## src/rtl/press_duration_decoder_pkg.sv

```systemverilog
// Shared types and default constants for the press-duration decoder and its
// debouncer (which is also used by the random-seconds LED block).
package press_decoder_pkg;

    typedef enum logic [1:0] {
        IDLE = 2'd0,
        HOLD = 2'd1,
        DONE = 2'd2
    } state_t;

    localparam int unsigned CLK_HZ              = 32'd25_000_000;
    localparam int unsigned DEF_TICK_CYCLES     = CLK_HZ;
    localparam int unsigned DEF_DEBOUNCE_CYCLES = CLK_HZ / 32'd100;

    // Counter width able to hold 0..n-1, never narrower than one bit.
    function automatic int unsigned cnt_bits(input int unsigned n);
        if (n <= 32'd1) begin
            return 32'd1;
        end else begin
            return $clog2(n);
        end
    endfunction

endpackage

```

## src/rtl/press_duration_decoder_btn_debounce.sv

```systemverilog
// Button conditioner: 2-FF synchroniser followed by a stable-sample counter.
// The output only follows the input after DEBOUNCE_CYCLES identical samples.
module btn_debounce
    import press_decoder_pkg::*;
#(
    parameter int unsigned DEBOUNCE_CYCLES = DEF_DEBOUNCE_CYCLES
) (
    input  logic clk,
    input  logic rst,
    input  logic din,
    output logic dout
);

    localparam int unsigned     CW       = cnt_bits(DEBOUNCE_CYCLES);
    localparam logic [CW-1:0]   CNT_LAST = CW'(DEBOUNCE_CYCLES - 32'd1);
    localparam logic [CW-1:0]   CNT_ONE  = CW'(32'd1);

    logic          r_sync0;
    logic          r_sync1;
    logic          r_deb;
    logic [CW-1:0] r_cnt;

    // Synchronise the raw input and accept a new level once it has been stable long enough.
    always_ff @(posedge clk) begin
        if (rst) begin
            r_sync0 <= 1'b0;
            r_sync1 <= 1'b0;
            r_deb   <= 1'b0;
            r_cnt   <= {CW{1'b0}};
        end else begin
            r_sync0 <= din;
            r_sync1 <= r_sync0;
            if (r_sync1 == r_deb) begin
                r_cnt <= {CW{1'b0}};
            end else if (r_cnt == CNT_LAST) begin
                r_deb <= r_sync1;
                r_cnt <= {CW{1'b0}};
            end else begin
                r_cnt <= r_cnt + CNT_ONE;
            end
        end
    end

    assign dout = r_deb;

endmodule

```

## src/rtl/press_duration_decoder.sv

```systemverilog
// Measures how many whole seconds the button is held and latches the count on
// release. Optional macro PRESS_ROUND_EN rounds to the nearest second instead.
module press_duration_decoder
    import press_decoder_pkg::*;
#(
    parameter int unsigned TICK_CYCLES     = DEF_TICK_CYCLES,
    parameter int unsigned DEBOUNCE_CYCLES = DEF_DEBOUNCE_CYCLES,
    parameter int unsigned CNT_W           = 32'd4
) (
    input  logic             clk,
    input  logic             rst,
    input  logic             btn_raw,
    output logic             led_onboard,
    output logic [CNT_W-1:0] led_ext,
    output logic [CNT_W-1:0] result,
    output logic             result_valid,
    output logic             holding
);

    localparam int unsigned      TW        = cnt_bits(TICK_CYCLES);
    localparam logic [TW-1:0]    TICK_LAST = TW'(TICK_CYCLES - 32'd1);
    localparam logic [TW-1:0]    TICK_ONE  = TW'(32'd1);
    localparam int unsigned      AW        = cnt_bits(DEBOUNCE_CYCLES + 32'd3);
    localparam logic [AW-1:0]    ARM_LAST  = AW'(DEBOUNCE_CYCLES + 32'd2);
    localparam logic [AW-1:0]    ARM_ONE   = AW'(32'd1);
    localparam logic [CNT_W-1:0] CNT_MAX   = {CNT_W{1'b1}};
    localparam logic [CNT_W-1:0] CNT_ONE   = CNT_W'(32'd1);

    logic             w_deb;
    state_t           w_state_nxt;
    logic [CNT_W-1:0] w_final;

    state_t           r_state;
    logic [TW-1:0]    r_tick;
    logic [CNT_W-1:0] r_sec;
    logic [CNT_W-1:0] r_result;
    logic             r_valid;
    logic             r_holding;
    logic             r_armed;
    logic [AW-1:0]    r_arm_cnt;

    function automatic logic [CNT_W-1:0] sat_inc(input logic [CNT_W-1:0] v);
        if (v == CNT_MAX) begin
            return v;
        end else begin
            return v + CNT_ONE;
        end
    endfunction

    btn_debounce #(
        .DEBOUNCE_CYCLES (DEBOUNCE_CYCLES)
    ) u_debounce (
        .clk  (clk),
        .rst  (rst),
        .din  (btn_raw),
        .dout (w_deb)
    );

    // Arm only after the debounced level has stayed low longer than a press takes
    // to register, so a button held through reset is ignored until released.
    always_ff @(posedge clk) begin
        if (rst) begin
            r_armed   <= 1'b0;
            r_arm_cnt <= {AW{1'b0}};
        end else if (w_deb) begin
            r_arm_cnt <= {AW{1'b0}};
        end else if (r_arm_cnt == ARM_LAST) begin
            r_armed <= 1'b1;
        end else begin
            r_arm_cnt <= r_arm_cnt + ARM_ONE;
        end
    end

`ifdef PRESS_ROUND_EN
    localparam logic [TW-1:0] TICK_HALF = TW'(TICK_CYCLES / 32'd2);

    // Round to nearest: a second that is at least half elapsed counts.
    always_comb begin
        w_final = r_sec;
        if (r_tick >= TICK_HALF) begin
            w_final = sat_inc(r_sec);
        end else begin
            w_final = r_sec;
        end
    end
`else
    // Truncate: only whole seconds count.
    always_comb begin
        w_final = r_sec;
    end
`endif

    // Next-state decode.
    always_comb begin
        w_state_nxt = r_state;
        case (r_state)
            IDLE: begin
                if (r_armed && w_deb) begin
                    w_state_nxt = HOLD;
                end else begin
                    w_state_nxt = IDLE;
                end
            end
            HOLD: begin
                if (!w_deb) begin
                    w_state_nxt = DONE;
                end else begin
                    w_state_nxt = HOLD;
                end
            end
            DONE:    w_state_nxt = IDLE;
            default: w_state_nxt = IDLE;
        endcase
    end

    // Second counting and result latch. The result is captured on the HOLD->DONE
    // edge so it is already stable during the single DONE cycle that carries valid.
    always_ff @(posedge clk) begin
        if (rst) begin
            r_state   <= IDLE;
            r_tick    <= {TW{1'b0}};
            r_sec     <= {CNT_W{1'b0}};
            r_result  <= {CNT_W{1'b0}};
            r_valid   <= 1'b0;
            r_holding <= 1'b0;
        end else begin
            r_state   <= w_state_nxt;
            r_holding <= (w_state_nxt == HOLD);
            r_valid   <= 1'b0;
            case (r_state)
                HOLD: begin
                    if (!w_deb) begin
                        r_result <= w_final;
                        r_valid  <= 1'b1;
                    end else if (r_tick == TICK_LAST) begin
                        r_tick <= {TW{1'b0}};
                        r_sec  <= sat_inc(r_sec);
                    end else begin
                        r_tick <= r_tick + TICK_ONE;
                    end
                end
                default: begin
                    r_tick <= {TW{1'b0}};
                    r_sec  <= {CNT_W{1'b0}};
                end
            endcase
        end
    end

    assign led_onboard  = w_deb;
    assign led_ext      = r_result;
    assign result       = r_result;
    assign result_valid = r_valid;
    assign holding      = r_holding;

endmodule

```

## config.mk

```make
export PLATFORM = sky130hd
export DESIGN_NAME = press_duration_decoder
export DESIGN_NICKNAME = d
export VERILOG_FILES = /design/src/rtl/press_duration_decoder_pkg.sv /design/src/rtl/press_duration_decoder_btn_debounce.sv /design/src/rtl/press_duration_decoder.sv
export SDC_FILE = /design/constraint.sdc
export NUM_CORES = 1
export LEC_CHECK = 0
export BUFFER_PORTS_ARGS = -buffer_cell sky130_fd_sc_hd__buf_2
export CAP_MARGIN = 10
export CORE_MARGIN = 1.5
export CORE_UTILIZATION = 52
export DETAILED_ROUTE_END_ITERATION = 8
export PLACE_DENSITY = 0.69
export SYNTH_ARGS = -nofsm -noshare
export SYNTH_HDL_FRONTEND = slang
export SYNTH_HIERARCHICAL = 1
export SYNTH_SLANG_ARGS = --single-unit
```

## constraint.sdc

```tcl
create_clock -name clk -period 2.6 [get_ports clk]
set_clock_uncertainty 0.15 [all_clocks]
set_input_delay 0.52 -clock clk [delete_from_list [all_inputs] [get_ports clk]]
set_output_delay 0.52 -clock clk [all_outputs]
set_load 0.1 [all_outputs]
```

==> results.md <==
Run status:
- The flow ran to the end, and the final reports show no timing, DRC or antenna violations.

GRT:
- The met3 demand-to-capacity share in global routing is 3.56%.
- Global routing used 29.6% of the available met2 tracks.
- The first global-routing pass estimated 10900 um of wire.
- The number of global-route vias before repair is 2489.
- Global routing finished with a remaining overflow of 0.
- The number of antenna violations at the first check in global routing is 0.
- Global routing used 25.2% of the available met1 tracks.
- The global routing's busiest layer is met2.
- Entering global routing, the biggest net connects 22 pins.
- For this run, the total global-route usage over all layers was measured as 19.0%.

Hold path:
- The cell depth of the worst hold path is 2.
- The worst hold path class is in2reg.
- The path with the worst hold slack has its endpoint at u_debounce/r_sync0$_SDFF_PP0_.
- The beginning of the worst hold path is btn_raw.

Power:
- For this design the total switching power over the nets is 0.481 mW.
- Of the total power, the share spent switching nets is 22.0%.
- Combinational logic burns 1.3% of the power.
- The maximum VDD drop is 0.351 mV.
- Power spread over the standard cell area amounts to 581 nW/um^2.
- Internal power comes to 1.70 mW.
- Sequential cells account for 54.5% of the total power.
- For this design the static power due to leakage is 1.17 nW.
- The power share of the clock group is 44.2%.

Logic synthesis:
- Among all cell types in the netlist, the one instantiated most often is dfxtp_1.
- The proportion of netlist area held by the largest area contributor is 45.3%.
- The post-synthesis register bit count is 77.
- For this run, the leading register cell type out of synthesis is dfxtp_1.
- The commonest cells after synthesis are dfxtp_1, nor2_1, nand2_1.
- The average cell area after synthesis is 8.65 sq um.
- The number of distinct library cell variants in the gate-level netlist after synthesis is 44.
- The mapped cell area is 3400 sq um.
- The number of warnings printed during yosys synthesis is 6.
- Counting every net in the synthesized netlist gives 401.
- The count of flip-flops with a built-in enable after synthesis is 0.
- The share of flip-flops with an asynchronous set or reset after synthesis is 0%.
- The part of the Yosys area used for sequential elements is 45.3%.
- Summed over all instances, the cell type with the most area after synthesis is dfxtp_1.
- The cell count after synthesis is 393.
- Ranked by total cell area, the synthesized netlist is headed by dfxtp_1, nor2_1, xnor2_1.

Detailed routing:
- The ratio of routed vias to standard cells is 5.38.
- The overall routed net length is 6260 um.
- The detailed-routing iteration count for the pre-antenna-repair pass is 4.
- The post-detailed-route DRC marker count is 0.
- In this run, the number of DRC markers left after iteration 0 of detailed routing was 108.
- The detail route stage leaves a number of antenna-violating nets equal to 0.
- After detailed routing, the average wire length per cell comes to 12.7 um.
- The overall via count from detail_route is 2648.

Clock network:
- The clock passes through at most 2 buffers.
- The count of cells resized by post-cts repair is 0.
- The clock buffer count from CTS is 9.
- The number of sinks driven by the clock tree is 77.
- TritonCTS built the clock tree.
- The clock root buffer is clkbuf_8.
- The number of post-CTS setup repair buffers is 0.
- Clock latency on the worst-skew pair, taken at its later pin, is 0.36 ns.
- Buffers inserted to repair hold after CTS numbered 0.
- In this run the number of H-tree levels came out at 3.
- After clock tree synthesis, the clock-pin slew on the worst setup and hold paths is 0.09 ns.

Die:
- The die covers 7030 sq um.
- The core footprint is 6350 sq um.
- The height of the chip is 83.9 um.
- For this configuration, the core starts out at a cell density of 53.6%.
- In this run the core area contains 29 standard-cell rows.
- The top-level port count is 14.
- In this run the horizontal extent of the chip is 83.9 um.

Setup path:
- For flop-to-flop paths, the worst setup slack is 0.30 ns.
- The startpoint identified for the worst register-to-register timing path is r_tick[0]$_SDFFE_PP0P_.
- Of all nets on the critical path, the largest fanout is 21.
- The type of the setup path with the least slack is reg2reg.
- The category of cells accounting for the largest share of critical-path delay is simple AND/OR/NAND/NOR gates.
- The cell type of the slowest stage on the worst timing path is or4_4.
- The startpoint type of the worst setup path is a register.
- The worst endpoint required time is 2.69 ns.
- The buffering stage count on the worst path with inverters included is 0.
- The worst register-to-register path ends at r_tick[18]$_SDFFE_PP0P_.
- The critical path goes through ha_1 -> nand2_1 -> or4_4 -> nor3_1 -> or2_2 -> nor2_1.
- The worst register-to-register path has a depth of 6.
- The critical path endpoint category is a register.
- On the worst path, the slowest cell contributes a delay of 0.52 ns.
- At the worst endpoint, the arrival time is 2.39 ns.

Placed design:
- Input and output buffers added on the ports amount to 13.
- At the placement stage, the worst setup path has a slack of 0.285 ns.
- The placer's final routability congestion estimate is 0.827.
- The sum of net half-perimeters after detailed placement is 4320 um.

Layout:
- The multi-input combinational cells in the finished layout cover a total of 1760 sq um.
- Fill cells in the final layout number 545.
- Summing all flip-flop and latch instances after layout gives 1540 sq um.
- 0 antenna diodes ended up in the layout.
- Of the cells placed in the final design, the portion with a size suffix greater than 1 is 11.6%.
- Relative to the synthesized area, the layout overhead comes to 10.4%.
- The net count of the finished layout is 418.

STA:
- The number of hold violations in the final report is 0.
- At the pin with the least slew margin, the transition time is 0.545 ns.
- After routing, the total negative slack on setup checks comes to 0 ns.
- The part of the cycle the worst path needs is 88.5%.
- The count of pins over their slew limit is 0.
- The final critical-path required period is 2.30 ns.
- The worst pin sits at a relative slew slack of 63.4%.
- The worst setup slack after layout is 0.298 ns.
- Setup violations remaining at the end of the flow were counted as 0.
- Setup repair after global routing left no endpoint under its margin.
- Based on the critical path, the design can be clocked at up to 0.434 GHz.

Run:
- The max capacitance violation total is 0.
metrics by stage:
step / hold slack [ns] / total power [mW] / std cells / cell area (sq um) / utilization, %
2_1_floorplan: 0.264 / 1.24 / 393 / 3400 / -
3_3_place_gp: 0.272 / 1.25 / 476 / 3540 / 55.7
3_5_place_dp: 0.284 / 1.25 / 476 / 3540 / 55.7
4_1_cts: 0.213 / 2.21 / 492 / 3760 / 59.2
5_1_grt: 0.244 / 2.25 / 492 / 3760 / 59.2
6_report: 0.226 / 2.18 / 492 / 3760 / 59.2
worst max-delay path by stage:
| stage | startpoint | to | slack, ns | cells past startpoint |
|---|---|---|---|---|
| after floorplan | u_debounce/dout$_SDFFE_PP0P_ | r_tick[18]$_SDFFE_PP0P_ | 0.02 | 5 |
| after global placement | r_tick[0]$_SDFFE_PP0P_ | r_tick[15]$_SDFFE_PP0P_ | 0.37 | 6 |
| after detailed placement | r_tick[0]$_SDFFE_PP0P_ | r_tick[18]$_SDFFE_PP0P_ | 0.28 | 6 |
| after CTS | r_tick[0]$_SDFFE_PP0P_ | r_tick[23]$_SDFFE_PP0P_ | 0.26 | 6 |
| after global routing | r_tick[0]$_SDFFE_PP0P_ | r_tick[7]$_SDFFE_PP0P_ | 0.09 | 6 |
| final | r_tick[0]$_SDFFE_PP0P_ | r_tick[18]$_SDFFE_PP0P_ | 0.30 | 6 |
flip-flops by register name, summed over array words and instances (netlist names), 2 cells and up:
signal,count
led_ext,4
r_arm_cnt,18
r_sec,4
r_state,2
r_tick,25
u_debounce/r_cnt,18
cells by family (layout without fill, tap and decap cells):
family / after synthesis / count (layout) / synth area share [%]
AND/OR/NAND/NOR: 201 / 201 / 30.5
flip-flops: 77 / 77 / 45.3
XOR/XNOR: 49 / 49 / 12.6
AO/OA/AOI/OAI: 36 / 36 / 6.03
buffers and inverters: 23 / 45 / 3.05
adder cells (fa/ha/maj): 5 / 5 / 1.84
multiplexers: 2 / 2 / 0.625
power by group through the flow:
stage                     clock (mW)  combinational (mW)  sequential, mW
final                          0.965              0.0285            1.19
after global routing            1.03              0.0320            1.19
after CTS                      0.991              0.0288            1.19
after detailed placement           0              0.0288            1.22
after global placement             0              0.0281            1.22
after floorplan                    0              0.0206            1.22
placed cells by master (no fill, tap or decap), types with 4 or more instances in the layout:
cell type	synthesis	layout
nor4_1	12	12
nor2_1	70	70
nand2_1	31	31
nor4b_1	5	5
buf_4	4	5
xnor2_1	30	30
buf_2	2	13
nand4_1	15	15
ha_1	5	5
xor2_1	19	19
clkbuf_8	0	11
inv_1	11	11
nor3_1	14	14
dfxtp_1	77	77
or2_2	4	4
nand3_1	19	19
or3_1	5	5
o21ai_0	10	10
a21oi_1	18	18
metal layers:
layer  share of wire (%)  wire [um]  vias up
li1                    -          -     1387
met1                  51       3190     1226
met2                  45       2790       25
met3                 2.3        144       10
met4                 2.1        131        0
met5                   0          0        -
final cells by class:
type                            instances  share of cell area, %
Inverter                               11                   1.10
Sequential cell                        77                   41.0
Multi-Input combinational cell        293                   46.7
Timing Repair Buffer                   18                   2.73
Clock inverter                          5                   1.80
Clock buffer                           11                   4.03
Tap cell                               77                   2.56
(Power assumes the default switching activity.)
